$ cat config.mk
export PLATFORM = sky130hd
export DESIGN_NAME = memory_sync
export DESIGN_NICKNAME = d
export VERILOG_FILES = /design/src/rtl/memory_sync.sv
export SDC_FILE = /design/constraint.sdc
export NUM_CORES = 1
export LEC_CHECK = 0
export BUFFER_PORTS_ARGS = -buffer_cell sky130_fd_sc_hd__buf_2
export CORE_UTILIZATION = 45
export CTS_CLUSTER_DIAMETER = 120
export DETAILED_ROUTE_END_ITERATION = 8
export PLACE_DENSITY = 0.58
export SETUP_SLACK_MARGIN = 0.1
export SYNTH_ARGS = -nofsm -noshare
export SYNTH_HDL_FRONTEND = slang
export SYNTH_SLANG_ARGS = --single-unit
$ cat constraint.sdc
create_clock -name clk -period 4 [get_ports clk]
set_input_delay 0.2 -clock clk [delete_from_list [all_inputs] [get_ports clk]]
set_output_delay 0.2 -clock clk [all_outputs]
set_load 0.01 [all_outputs]
$ cat src/rtl/memory_sync.sv
// Clocked MU0 scratch memory: four-phase memRq/memAck handshake, programmable wait states,
// out-of-range error flag, registered read data and active-low LED outputs.
module memory_sync #(
  parameter int                DATA_W      = 16,
  parameter int                ADDR_W      = 16,
  parameter int                DEPTH_LOG2  = 5,
  parameter int                WAIT_STATES = 1,
  parameter int                LED_W       = 6,
  parameter logic [DATA_W-1:0] IDLE_DATA   = '1
) (
  input  logic              clk,
  input  logic              rst_n,
  input  logic              memRq,
  input  logic              readNotWrite,
  input  logic [ADDR_W-1:0] addr,
  input  logic [DATA_W-1:0] dataIn,
  output logic [DATA_W-1:0] dataOut,
  output logic              memAck,
  output logic              memErr,
  output logic [LED_W-1:0]  led
);

  localparam int        DEPTH     = 1 << DEPTH_LOG2;
  localparam logic [7:0] WAIT_INIT = 8'(WAIT_STATES);

  typedef enum logic [1:0] {IDLE, BUSY, DONE} state_t;

  state_t                state;
  logic [7:0]            wait_cnt;
  logic                  rnw_q;
  logic [ADDR_W-1:0]     addr_q;
  logic [DATA_W-1:0]     data_q;
  logic [DATA_W-1:0]     ram [0:DEPTH-1];

  logic                  out_of_range;
  logic                  access;
  logic                  ram_we;
  logic [DEPTH_LOG2-1:0] ram_idx;

  // When the RAM spans the whole address space nothing can be out of range.
  generate
    if (DEPTH_LOG2 < ADDR_W) begin : g_range
      assign out_of_range = |addr_q[ADDR_W-1:DEPTH_LOG2];
    end else begin : g_full
      assign out_of_range = 1'b0;
    end
  endgenerate

  assign ram_idx = addr_q[DEPTH_LOG2-1:0];
  assign access  = (state == BUSY) && (wait_cnt == 8'd0);
  assign ram_we  = access && !rnw_q && !out_of_range;

  // RAM kept outside the reset domain so contents survive rst_n.
  always_ff @(posedge clk) begin
    if (ram_we) begin
      ram[ram_idx] <= data_q;
    end
  end

  always_ff @(posedge clk or negedge rst_n) begin
    if (!rst_n) begin
      state    <= IDLE;
      wait_cnt <= 8'd0;
      rnw_q    <= 1'b1;
      addr_q   <= '0;
      data_q   <= '0;
      memAck   <= 1'b0;
      memErr   <= 1'b0;
      dataOut  <= IDLE_DATA;
      led      <= '1;
    end else begin
      case (state)
        IDLE: begin
          if (memRq) begin
            rnw_q    <= readNotWrite;
            addr_q   <= addr;
            data_q   <= dataIn;
            wait_cnt <= WAIT_INIT;
            state    <= BUSY;
          end
        end
        BUSY: begin
          if (wait_cnt != 8'd0) begin
            wait_cnt <= wait_cnt - 8'd1;
          end else begin
            state  <= DONE;
            memAck <= 1'b1;
            if (out_of_range) begin
              memErr <= 1'b1;
            end else if (rnw_q) begin
              dataOut <= ram[ram_idx];
            end else begin
              led <= ~data_q[LED_W-1:0];
            end
          end
        end
        DONE: begin
          // Acknowledge holds until the core drops its request.
          if (!memRq) begin
            state   <= IDLE;
            memAck  <= 1'b0;
            memErr  <= 1'b0;
            dataOut <= IDLE_DATA;
          end
        end
        default: state <= IDLE;
      endcase
    end
  end

endmodule

### Word-level counts from Yosys, hierarchy flattened

Memory sizes are Yosys's and may differ from the RTL's.
Cells that the tools add are included.

* $add $sub $neg: 1
* multiply operators: 0
* div/mod/pow operators: 0
* order comparisons: 0
* equality and inequality tests: 9
* shifts and indexed selects: 0
* mux-type cells: 20
* bitwise gates (word level): 4
* reduce and logical (&&, ||, !) cells: 18

Operators with widths (number)
* two-way mux 16 bit: 4
* one-hot mux 16 bit (2 select lines): 1
* two-way mux 8 bit: 2
* one-hot mux 8 bit (2 select lines): 1
* != test 2 bit (second input constant): 6
* OR reduction 11 bit: 1
* AND reduction 3 bit: 3
* zero test 8 bit: 1
* AND reduction 4 bit: 2
* nonzero test 8 bit: 1
* subtractor 8 x 1 -> 8 bit (second input constant): 1
* two-way mux 1 bit: 6
* two-way mux 2 bit: 3
* NOT 6 bit: 1
* one-hot mux 2 bit (3 select lines): 1
* AND reduction 5 bit: 1
* one-hot mux 1 bit (2 select lines): 2
* nonzero test 2 bit: 2
* logical AND 1 bit: 3
* NOT 1 bit: 3
* equality test 2 x 1 -> 1 bit (second input constant): 1
* equality test 2 bit (second input constant): 1
* zero test 1 bit: 2
* zero test 2 bit: 1
* 2 further kinds: 2

* register bits after elaboration: 67
* latch bits: 0
* RAM bits: 512
* bits in read-only memories: 0
* input port bits: 36
* output and inout port bits: 24
* memories: 1

Memory list
* ram: depth 32, width 16, read ports 1, clocked after Yosys merged registers in 0, wr ports 1, RTL line 33 `logic [DATA_W-1:0] ram [0:DEPTH-1];`

### Longest topological paths before layout

Gate-level depths: netlist (run 1).

* depth in word-level cells: 6
* depth in mapped cells: 9
* gate-level depth less buffers: 7

### Least setup slack after synthesis (run 1)

OpenSTA, ideal clock, no wires.

* kind: flip-flop to flip-flop
* start: reg wait_cnt[0]
* end: mem ram[28][0] (enable)
* arrival: 2.526 ns
* required time: 3.612 ns
* path slack: 1.086 ns
* cell stages (with the launch flop): 10
* buffers on the path: 2
* period minus slack after synthesis: 2.914 ns
* path through: dfrtp_1 -> inv_1 -> ha_1 -> nor3b_1 -> nand2_2 -> nor4_2 -> buf_4 -> or3b_1 -> buf_2 -> nor2_1

* cells in the longest elaborated chain, start to end: 6

Ends and longest elaborated chain
* start, declared: RTL line 29 `logic [7:0] wait_cnt;`
* start signal, assigned: RTL line 84 `wait_cnt <= wait_cnt - 8'd1;`
* zero test 8 bit: RTL line 50 `assign access = (state == BUSY) && (wait_cnt == 8'd0);`
* logical AND 1 bit: RTL line 50
* logical AND 1 bit (2 in series): RTL line 51 `assign ram_we = access && !rnw_q && !out_of_range;`
* two-way mux 1 bit: RTL line 55 `if (ram_we) begin`
* two-way mux 1 bit (implied by the code): RTL line 56 `ram[ram_idx] <= data_q;`
* end, declared: RTL line 33

Every way passes these cells.

### Final worst setup path (run 1)

* start: reg addr_q[7]
* end: mem ram[22][9] (enable)

* cells in the longest elaborated chain, start to end: 5

Ends and longest elaborated chain
* start, declared: RTL line 31 `logic [ADDR_W-1:0] addr_q;`
* start signal, assigned: RTL line 76 `addr_q <= addr;`
* OR reduction 11 bit: RTL line 43 `assign out_of_range = |addr_q[ADDR_W-1:DEPTH_LOG2];`
* zero test 1 bit: RTL line 51
* logical AND 1 bit: RTL line 51
* two-way mux 1 bit: RTL line 55
* two-way mux 1 bit (implied by the code): RTL line 56

Every way passes these cells.

==> flow_summary.yaml, run 1 <==
final_layout:
  ff_latch_area_mm2: 0.0171
  ratio_of_cells_with_drive_above_1_in_the_final_layout_pct: 25.3
  final_standard_cell_count_with_taps_included_and_fillers_excluded: 2087
  filler_cell_count: 4001
  finalCoreUtilization_pct: 53.0
  syn_to_final_growth_pct: 15.9
  finish.instance_area_mm2: 0.0260
  multi_input_comb_area_mm2: 0.00498
  layout.nets: 1412
floorplanning:
  boundaryPins: 60
  die_h_um: 225
  core_region_area_mm2: 0.0491
  rows: 81
  dieArea_mm2: 0.0507
  initial_core_utilization_pct: 45.7
  fp.dieW_um: 225
grt:
  grt_antenna_before_repair: 0
  grt_pass1_vias: 11800
  grt_use_total_pct: 21.9
  grt_first_pass_wirelength_um: 79600
  grt.overflow.total: 0
  grt_start_max_net_pins: 49
logic_synthesis:
  yosysUniqueCellTypes: 49
  synth_commonest_cells: "sky130_fd_sc_hd__edfxtp_1 (512), sky130_fd_sc_hd__mux2i_1 (148), sky130_fd_sc_hd__nor2_1 (70)"
  synth.largest_area_cell: "sky130_fd_sc_hd__edfxtp_1"
  postSynthAreaPerCell_um2: 18.6
  synth_warnings: 0
  synth.cell_area_mm2: 0.0224
  synth_edf_count: 512
  async_flop_share_pct: 11.6
  synth_top_area_share_pct: 68.6
  ys_seq_area_share_pct: 76.2
  synth_fp_nets: 1242
  dominantRegCellSynth: "sky130_fd_sc_hd__edfxtp_1"
  synth_cells: 1204
  synthMostInstantiatedCell: "sky130_fd_sc_hd__edfxtp_1"
  ys_ff_latch: 579
  top_post_synthesis_cells_by_area: "sky130_fd_sc_hd__edfxtp_1 (69%), sky130_fd_sc_hd__mux2i_1 (6.6%), sky130_fd_sc_hd__mux4_2 (5.0%)"
drt:
  detailedRoute.firstPassIterationCount: 5
  initialDrtViolationCount: 905
  drt_drc_violations_left: 0
  antenna_violating_nets_post_route: 0
  finalWirelength_um: 54100
  num_vias: 11800
  routed_wire_length_per_instance_um: 25.9
  via_per_inst: 5.64
critical_path:
  crit_required_ns: 4.30
  worst_ep_arrival_time_ns: 3.36
  regToRegEndpoint: "ram[22][9]"
  worst_r2r_path_depth: 6
  critPathKind: "flop to flop"
  slowest_stage: "sky130_fd_sc_hd__nor4_2"
  critical_path_peak_fanout: 16
  worst_setup_path_end_kind: "flop"
  cell_by_cell_trace_of_the_critical_path: "nor4_1, nand3_1, nor4_2, nand3b_1, nor2_1, buf_4"
  cpPeakStageDelay_ns: 0.66
  sort_of_element_at_the_start_of_the_critical_path: "flop"
  timing.rr.start: "addr_q[7]"
  setup.reg_to_reg.worst_slack_ns: 0.94
power:
  total_leakage_power_nw: 8.95
  power.ir.vdd_worst_v: 0.000512
  total_power_mw: 18.5
  pwrdens_mw_per_mm2: 713
placed_design:
  dp.cells: 1944
  pre_cts_slack_ns: 0.997
  detailed_place_hpwl_um: 33700
  placed_cell_area_mm2: 0.0239
  finalWeightedCongestion: 0.841
  number_of_port_buffers: 59
timing:
  timing.hold.ws_ns: 0.271
  report.final.hold_viol_count: 0
  clock.fmax_ghz: 0.327
  layout_worst_path_cycle_share_pct: 76.5
  finalCriticalPeriod_ns: 3.06
  final-setup-viol-count: 0
  timing.final.max_slew_violations: 0
  post-route-worst-setup-slack_ns: 0.938
  rsz0062_at_grt: "no"
  max_slew_margin_pct: 39.9
  fin_setup_tns_ns: 0
  clock-skew-final_ns: 0.0308
  tightest_slew_ns: 0.902
clock_network:
  cts_root_buf: "sky130_fd_sc_hd__clkbuf_16"
  tritoncts: "yes"
  buffer_levels_on_the_longest_clock_path: 3
  numCtsBuffers: 57
  ctsResizeCount: 0
  numClockSinks: 579
  clock_transition_at_the_registers_of_the_reported_paths_ns: 0.06
  ctsHtreeMaxLevel: 2
  insertion_delay_ns: 0.62
run_status:
  run_status: "completed"
job:
  cap_violations: 0
hold_path:
  holdCritPathClass: "input port to async pin"
-- worst max-delay path, delay by kind of cell (launching register included) --
| kind | cells | cell delay (ns) |
|---|---|---|
| buffers and inverters | 1 | 0.29 |
| DFF | 1 | 0.38 |
| and+or+nand+nor | 5 | 2.06 |
-- kinds of logic after synthesis --
logic type / after synthesis / synth area share, %
XOR/XNOR: 6 / 0.234
adder cells (fa/ha/maj): 2 / 0.112
multiplexers: 245 / 14.0
buffers and inverters: 72 / 1.59
AND/OR/NAND/NOR: 166 / 3.82
AO/OA/AOI/OAI: 134 / 4.05
flip-flops: 579 / 76.2
-- per-layer routing --
metal / global-route usage [%] / vias up / wire length [um]
met5: 0 / - / 0
met4: 7.48 / 0 / 1440
met1: 30.6 / 6128 / 23100
met2: 35.2 / 389 / 26500
met3: 3.22 / 73 / 3010
li1: - / 5177 / -
-- report_power, final --
part           total [mW]  internal (mW)  switching [mW]
combinational        4.81           1.92            2.89
sequential           8.62           7.76           0.863
clock                5.09           2.85            2.24
-- final cells by class --
| type | count | area share [%] |
|---|---|---|
| clock inverter | 41 | 1.07 |
| clock buffer | 66 | 5.73 |
| tap | 664 | 3.20 |
| sequential | 579 | 65.8 |
| timing repair buffer | 174 | 4.89 |
| inverter | 9 | 0.130 |
| multi-input combinational | 553 | 19.2 |
| antenna | 1 | 0.00963 |
-- state kept, by name, summed over array words and instances, names as in the netlist --
name and cells:
addr_q 16, dataOut 16, data_q 16, led 6, memAck 1, memErr 1
ram 512, rnw_q 1, state 2, wait_cnt 8
-- repair_timing --
item                                   in CTS  in global routing
buffers inserted                            0                  0
hold buffers                               35                  0
endpoints found under the hold margin      71                  0
-- cells in the final DEF, fill, tap and decap left out, types with 4 or more instances in the layout --
master / Yosys / final
sky130_fd_sc_hd__buf_2: 35 / 59
sky130_fd_sc_hd__a22oi_1: 18 / 18
sky130_fd_sc_hd__mux4_2: 50 / 50
sky130_fd_sc_hd__clkinv_2: 0 / 16
sky130_fd_sc_hd__buf_4: 5 / 78
sky130_fd_sc_hd__nor3_1: 8 / 8
sky130_fd_sc_hd__dfrtp_2: 0 / 4
sky130_fd_sc_hd__nand2b_1: 6 / 6
sky130_fd_sc_hd__edfxtp_1: 512 / 512
sky130_fd_sc_hd__dfrtp_1: 44 / 38
sky130_fd_sc_hd__or4_1: 7 / 7
sky130_fd_sc_hd__dfstp_2: 23 / 23
sky130_fd_sc_hd__nand2_1: 25 / 25
sky130_fd_sc_hd__clkinv_1: 0 / 16
sky130_fd_sc_hd__a211oi_1: 4 / 4
sky130_fd_sc_hd__o21ai_0: 12 / 12
sky130_fd_sc_hd__a21oi_1: 14 / 14
sky130_fd_sc_hd__nor2_1: 70 / 70
sky130_fd_sc_hd__xor2_1: 6 / 6
sky130_fd_sc_hd__o211ai_1: 4 / 4
sky130_fd_sc_hd__o32a_1: 15 / 15
sky130_fd_sc_hd__nor2b_1: 6 / 6
sky130_fd_sc_hd__dlygate4sd3_1: 0 / 35
sky130_fd_sc_hd__o22ai_1: 63 / 63
sky130_fd_sc_hd__clkbuf_1: 19 / 6
sky130_fd_sc_hd__nand3_1: 8 / 8
sky130_fd_sc_hd__inv_1: 9 / 9
sky130_fd_sc_hd__mux2i_1: 148 / 148
sky130_fd_sc_hd__nor4_1: 8 / 8
sky130_fd_sc_hd__mux2_2: 47 / 47
sky130_fd_sc_hd__clkbuf_16: 0 / 57
-- how the worst max path moves through the flow --
stage | slack, ns | start | endpoint
4_1_cts | 0.97 | addr_q[7] | ram[20][3]
5_1_grt | 0.82 | addr_q[6] | ram[5][3]
3_5_place_dp | 1.0 | addr_q[7] | ram[20][10]
2_1_floorplan | 1.09 | wait_cnt[0] | ram[28][0]
3_3_place_gp | 0.97 | addr_q[7] | ram[20][4]
6_report | 0.94 | addr_q[7] | ram[22][9]
Note: power is estimated with default switching activity, not from simulation.
==> run 2, diff against run 1 <==
ABC_AREA = 1   (was not set)
clock period = 3 ns   (was 4 ns; I/O delays follow)
==> flow_summary.yaml, run 2 <==
drt:
  initialDrtViolationCount: 1857
  num_vias: 16500
  routed_wire_length_per_instance_um: 20.4
  finalWirelength_um: 65800
  antenna_violating_nets_post_route: 0
  drt_drc_violations_left: 2
  detailedRoute.firstPassIterationCount: 7
  via_per_inst: 5.10
logic_synthesis:
  synth_adder_area_share_pct: 0.103
  synth_compound_gate_area_share_pct: 0.532
  dominantRegCellSynth: "sky130_fd_sc_hd__edfxtp_1"
  synth_fp_nets: 2410
  ys_ff_latch: 579
  yosysUniqueCellTypes: 33
  postSynthAreaPerCell_um2: 10.2
  async_flop_share_pct: 11.6
  synth_top_family_by_area: "simple AND/OR/NAND/NOR gates"
  yosys-mux-area-fraction_pct: 0
  ys_seq_area_share_pct: 70.5
  synth_cells: 2372
  synthMostInstantiatedCell: "sky130_fd_sc_hd__nand2_1"
  synth_top_area_share_pct: 63.4
  synth_edf_count: 512
  synthXorXnorAreaFrac_pct: 0.108
  synth_commonest_cells: "sky130_fd_sc_hd__nand2_1 (1381), sky130_fd_sc_hd__edfxtp_1 (512), sky130_fd_sc_hd__nor2_1 (139)"
  synth.cell_area_mm2: 0.0242
  synth-simple-area-share_pct: 25.4
  top_post_synthesis_cells_by_area: "sky130_fd_sc_hd__edfxtp_1 (63%), sky130_fd_sc_hd__nand2_1 (21%), sky130_fd_sc_hd__dfrtp_1 (4.5%)"
  synth_warnings: 0
  synth.largest_area_cell: "sky130_fd_sc_hd__edfxtp_1"
critical_path:
  crit_required_ns: 3.29
  setup.reg_to_reg.worst_slack_ns: 0.50
  cpPeakStageDelay_ns: 0.78
  cp_delay_by_family_top: "buffers and inverters"
  timing.rr.start: "addr_q[1]"
  cp.buffers_inverters: 3
  worst_setup_path_end_kind: "flop"
  critPathKind: "flop to flop"
  regToRegEndpoint: "ram[22][7]"
  worst_r2r_path_depth: 5
  sort_of_element_at_the_start_of_the_critical_path: "flop"
  critical_path_peak_fanout: 40
  cp.depth: 5
  slowest_stage: "sky130_fd_sc_hd__dfrtp_4"
  worst_ep_arrival_time_ns: 2.79
  cell_by_cell_trace_of_the_critical_path: "inv_4, nor2_4, inv_1, nor2_1, buf_4"
clock_network:
  numClockSinks: 579
  numCtsBuffers: 59
  ctsHtreeMaxLevel: 2
  clock_transition_at_the_registers_of_the_reported_paths_ns: 0.06
  cts_root_buf: "sky130_fd_sc_hd__clkbuf_16"
  buffer_levels_on_the_longest_clock_path: 3
  tritoncts: "yes"
  insertion_delay_ns: 0.63
floorplanning:
  rows: 84
  die_h_um: 234
  boundaryPins: 60
  fp.dieW_um: 234
  dieArea_mm2: 0.0548
  core_region_area_mm2: 0.0529
  initial_core_utilization_pct: 45.8
final_layout:
  finalCoreUtilization_pct: 52.4
  final_cell_mix: "sky130_fd_sc_hd__nand2_1 (1381), sky130_fd_sc_hd__edfxtp_1 (512), sky130_fd_sc_hd__nor2_1 (139), sky130_fd_sc_hd__inv_1 (65), sky130_fd_sc_hd__clkbuf_16 (59)"
  largest_register: "ram"
  filler_cell_count: 4779
  ff_latch_area_mm2: 0.0171
  ratio_of_cells_with_drive_above_1_in_the_final_layout_pct: 11.0
  largest_reg_flops: 512
  layout.nets: 2525
  multi_input_comb_area_mm2: 0.00635
  commonest_non_fill_non_tap_cell_in_the_layout: "sky130_fd_sc_hd__nand2_1"
  finish.instance_area_mm2: 0.0277
  syn_to_final_growth_pct: 14.2
placed_design:
  detailed_place_hpwl_um: 38400
  finalWeightedCongestion: 0.892
  placed_cell_area_mm2: 0.0254
  number_of_port_buffers: 59
  pre_cts_slack_ns: 0.338
run_status:
  failing_checks: "DRC"
  run_status: "finished, violations left"
timing:
  finalCriticalPeriod_ns: 2.50
  clock-skew-final_ns: 0.0312
  final-setup-viol-count: 0
  post-route-worst-setup-slack_ns: 0.499
  clock.fmax_ghz: 0.400
  report.final.hold_viol_count: 0
  layout_worst_path_cycle_share_pct: 83.4
  timing.final.max_slew_violations: 0
  tightest_slew_ns: 1.06
  rsz0062_at_grt: "no"
  fin_setup_tns_ns: 0
  max_slew_margin_pct: 29.7
grt:
  grt_use_total_pct: 24.4
  grt_start_max_net_pins: 125
  grt_antenna_before_repair: 0
  grt_first_pass_wirelength_um: 97100
  grt_pass1_vias: 15800
  grt.overflow.total: 0
power:
  net-switching-power_mw: 10.1
  total_power_mw: 26.6
  switching_share_pct: 38.1
  pwr-share-seq_pct: 45.5
  pwrdens_mw_per_mm2: 960
  share_comb_of_total_power_pct: 26.7
  power_report.internal_total_mw: 16.5
  clock_network_fraction_of_total_power_pct: 27.8
  total_leakage_power_nw: 11.8
  power.ir.vdd_worst_v: 0.000750
hold_path:
  holdCritPathClass: "input port to async pin"
job:
  cap_violations: 0
[run 2: cell count changes after synthesis, sizes merged, moves of 35 or more]
cell and delta:
o22ai -63, nor2 +75, nand2 +1358, mux4 -50
nand3 +35, buf +41, mux2i -148, inv +68
mux2 -47
[run 2: cells by family (layout without fill, tap and decap cells)]
kind of cell / count (synthesis) / count (layout)
DFF: 579 / 579
xor gates and xnor gates: 3 / 3
AOI/OAI and AO/OA: 24 / 24
adders and majority gates: 2 / 2
buffers and inverters: 178 / 342
and+or+nand+nor: 1586 / 1586
other: 0 / 1
[run 2: through the flow]
stage               hold WS (ns)  cells
global route               0.282   3224
CTS                        0.218   3224
detailed placement         0.352   3079
floorplan                 -0.146   2372
finish                     0.219   3225
global placement           0.341   3079
[run 2: worst max-delay path by stage]
stage	from	endpoint	slack [ns]
floorplan	wait_cnt[0]	ram[0][0]	0.63
detailed placement	addr_q[1]	ram[1][9]	0.34
CTS	addr_q[1]	ram[9][9]	0.32
finish	addr_q[1]	ram[22][7]	0.50
global route	wait_cnt[0]	ram[20][10]	0.34
global placement	addr_q[1]	ram[1][9]	0.33
[run 2: repair_timing]
| action | CTS | global route |
|---|---|---|
| hold buffers | 35 | 0 |
| setup buffers | 0 | 0 |
| gates resized for setup | 0 | 1 |
| endpoints found under the hold margin | 80 | 0 |
| endpoints found under the setup margin | 0 | 41 |
[run 2: layer usage]
metal  global-route usage [%]  part of all wire (%)  up-vias
li1                         -                     -     7857
met1                     35.0                    44     7877
met2                     37.8                    46      616
met3                     3.54                   7.2      107
met4                     8.79                   3.1        0
met5                        0                     0        -
[run 2: power by group through the flow]
stage / clock [mW] / sequential [mW] / combinational [mW]
6_report: 7.38 / 12.1 / 7.11
5_1_grt: 7.80 / 12.2 / 7.92
4_1_cts: 7.51 / 12.1 / 7.07
3_5_place_dp: 0 / 12.3 / 7.00
3_3_place_gp: 0 / 12.3 / 6.98
2_1_floorplan: 0 / 11.0 / 4.91
[run 2: worst register-to-register path, delay by kind of cell, from the launching register on]
family	cells	cell delay, ns
flip-flops	1	0.78
AND/OR/NAND/NOR	2	0.43
buffers and inverters	3	0.95
[run 2: final cells by class]
cell class / count / share of cell area (%)
Sequential cell: 579 / 61.8
Multi-Input combinational cell: 1615 / 22.9
Clock buffer: 68 / 5.45
Timing Repair Buffer: 154 / 4.10
Tap cell: 688 / 3.11
Clock inverter: 42 / 1.53
Inverter: 78 / 1.08
Antenna cell: 1 / 0.00904
==> run 3, diff against run 2 <==
PLACE_DENSITY = 0.6   (was 0.58)
clock period = 2.08 ns   (was 3 ns; I/O delays follow)
==> flow_summary.yaml, run 3 (synthesis results as in run 2) <==
grt:
  gr-usage-met3_pct: 3.22
  grt.met1_usage_pct: 35.6
  busiest_layer: "met2"
  grt_start_max_net_pins: 51
  grt.met2_usage_pct: 42.0
  grt_antenna_before_repair: 0
  grt_first_pass_wirelength_um: 102000
  grt.overflow.total: 0
  grt_pass1_vias: 16600
  grt_use_total_pct: 25.6
placed_design:
  finalWeightedCongestion: 0.892
  detailed_place_hpwl_um: 42400
  dp.cells: 3168
  pre_cts_slack_ns: -0.0489
  number_of_port_buffers: 59
  placed_cell_area_mm2: 0.0268
final_layout:
  finish.instance_area_mm2: 0.0297
  ratio_of_cells_with_drive_above_1_in_the_final_layout_pct: 17.2
  final_antenna_diode_count: 0
  final_standard_cell_count_with_taps_included_and_fillers_excluded: 3345
  syn_to_final_growth_pct: 22.6
  layout.nets: 2646
  largest_reg_flops: 512
  final_cell_mix: "sky130_fd_sc_hd__nand2_1 (1365), sky130_fd_sc_hd__edfxtp_1 (512), sky130_fd_sc_hd__buf_4 (112), sky130_fd_sc_hd__nor2_1 (99)"
  commonest_non_fill_non_tap_cell_in_the_layout: "sky130_fd_sc_hd__nand2_1"
  largest_register: "ram"
clock_network:
  ctsHtreeMaxLevel: 2
  numCtsBuffers: 58
  insertion_delay_ns: 0.62
  numClockSinks: 579
  clock_transition_at_the_registers_of_the_reported_paths_ns: 0.06
  cts_root_buf: "sky130_fd_sc_hd__clkbuf_16"
  tritoncts: "yes"
  buffer_levels_on_the_longest_clock_path: 3
drt:
  detailedRoute.firstPassIterationCount: 6
  via_per_inst: 5.13
  num_vias: 17200
  drt_drc_violations_left: 0
  routed_wire_length_per_instance_um: 20.9
  initialDrtViolationCount: 1769
  antenna_violating_nets_post_route: 0
  finalWirelength_um: 69800
power:
  total_power_mw: 40.9
  power_report.internal_total_mw: 25.4
  pwr-share-seq_pct: 37.2
  net-switching-power_mw: 15.6
  switching_share_pct: 38.1
  total_leakage_power_nw: 12.7
  power.ir.vdd_worst_v: 0.00120
  share_comb_of_total_power_pct: 36.9
  pwrdens_mw_per_mm2: 1380
  clock_network_fraction_of_total_power_pct: 26.0
critical_path:
  crit_required_ns: 2.42
  setup.worst_path.start: "wait_cnt[1]"
  worst_ep_arrival_time_ns: 2.46
  regToRegEndpoint: "ram[22][14]"
  worst_setup_path_end_kind: "flop"
  critPathKind: "flop to flop"
  setup.reg_to_reg.worst_slack_ns: -0.04
  critical_path_sink: "ram[22][14]"
  worst_r2r_path_depth: 14
  timing.rr.start: "wait_cnt[1]"
  critical_path_peak_fanout: 8
  sort_of_element_at_the_start_of_the_critical_path: "flop"
timing:
  layout_worst_path_cycle_share_pct: 102
  finalCriticalPeriod_ns: 2.12
  rsz0062_at_grt: "yes"
  clock-skew-final_ns: 0.0239
  tightest_slew_ns: 0.642
  timing.final.max_slew_violations: 0
  final-setup-viol-count: 71
  report.final.hold_viol_count: 0
  max_slew_margin_pct: 57.2
  clock.fmax_ghz: 0.472
  post-route-worst-setup-slack_ns: -0.0377
floorplanning:
  core_region_area_mm2: 0.0529
  boundaryPins: 60
  dieArea_mm2: 0.0548
  rows: 84
  die_h_um: 234
  fp.dieW_um: 234
  initial_core_utilization_pct: 45.8
run_status:
  failing_checks: "setup timing"
  run_status: "finished, violations left"
hold_path:
  holdCritPathClass: "input port to async pin"
job:
  cap_violations: 0
## run 3: changes by cell type in the layout (fill, tap and decap cells not counted), moves of 7 or more
cell                       change
sky130_fd_sc_hd__buf_12       +53
sky130_fd_sc_hd__buf_4        +54
sky130_fd_sc_hd__buf_6         +9
sky130_fd_sc_hd__clkbuf_8      +7
sky130_fd_sc_hd__dfrtp_1      +13
sky130_fd_sc_hd__dfrtp_2      -13
sky130_fd_sc_hd__nand2_1      -16
sky130_fd_sc_hd__nand2_2      +10
sky130_fd_sc_hd__nor2_1       -40
sky130_fd_sc_hd__nor2_2       +15
sky130_fd_sc_hd__nor2_4       +25
## run 3: cell type report
type / count / area [um2]
Clock inverter: 38 / 349
Inverter: 78 / 310
Timing Repair Buffer: 276 / 2830
Sequential cell: 579 / 17100
Clock buffer: 71 / 1590
Multi-Input combinational cell: 1615 / 6680
Tap cell: 688 / 861
Fill cell: 4410 / 23200
## run 3: timing repair
| item | in CTS | in global routing |
|---|---|---|
| setup buffers | 13 | 17 |
| endpoints found under the setup margin | 525 | 529 |
| gates cloned | 2 | 3 |
| hold endpoints to repair | 96 | 0 |
| hold buffers | 35 | 0 |
| pin swaps | 5 | 7 |
| gates resized for setup | 58 | 25 |
## run 3: power groups by stage
stage / combinational, mW / sequential [mW] / clock (mW)
4_1_cts: 14.6 / 15.2 / 10.8
3_3_place_gp: 14.0 / 15.4 / 0
3_5_place_dp: 14.1 / 15.5 / 0
6_report: 15.1 / 15.2 / 10.6
2_1_floorplan: 7.16 / 15.9 / 0
5_1_grt: 16.4 / 15.3 / 11.2
## run 3: how the worst min path moves through the flow
stage	from	endpoint	slack, ns
2_1_floorplan	rst_n	addr_q[0]	-0.19
3_3_place_gp	rst_n	addr_q[0]	0.12
3_5_place_dp	rst_n	addr_q[0]	0.13
4_1_cts	rst_n	addr_q[4]	0.006
5_1_grt	rst_n	addr_q[3]	0.07
6_report	rst_n	addr_q[3]	0.05
## run 3: per-layer routing
layer  vias up  wire length (um)
met5         -                 0
met4         0              2040
met3       116              4940
met2       658             33700
met1      8267             29200
li1       8120                 -
## run 3: stage by stage
step / util, % / TNS [ns] / hold WS (ns)
2_1_floorplan: - / -16.40 / -0.192
3_3_place_gp: 50.6 / -11.37 / 0.117
3_5_place_dp: 50.6 / -8.22 / 0.133
4_1_cts: 55.7 / -0.000741 / 0.00600
5_1_grt: 56.2 / -29.17 / 0.0690
6_report: 56.2 / -0.738 / 0.0475
## run 3: worst max-delay path, stage by stage, from the launching register on
cell and delay [ns]:
sky130_fd_sc_hd__dfrtp_1 0.39, sky130_fd_sc_hd__inv_2 0.08, sky130_fd_sc_hd__ha_4 0.14, sky130_fd_sc_hd__nand2_4 0.05, sky130_fd_sc_hd__nor2_4 0.10, sky130_fd_sc_hd__nand2_2 0.09, sky130_fd_sc_hd__nor2_4 0.10, sky130_fd_sc_hd__nand2_2 0.06
sky130_fd_sc_hd__inv_2 0.07, sky130_fd_sc_hd__buf_12 0.16, sky130_fd_sc_hd__nand2_4 0.06, sky130_fd_sc_hd__buf_6 0.14, sky130_fd_sc_hd__nor2_4 0.15, sky130_fd_sc_hd__buf_6 0.12, sky130_fd_sc_hd__buf_12 0.11
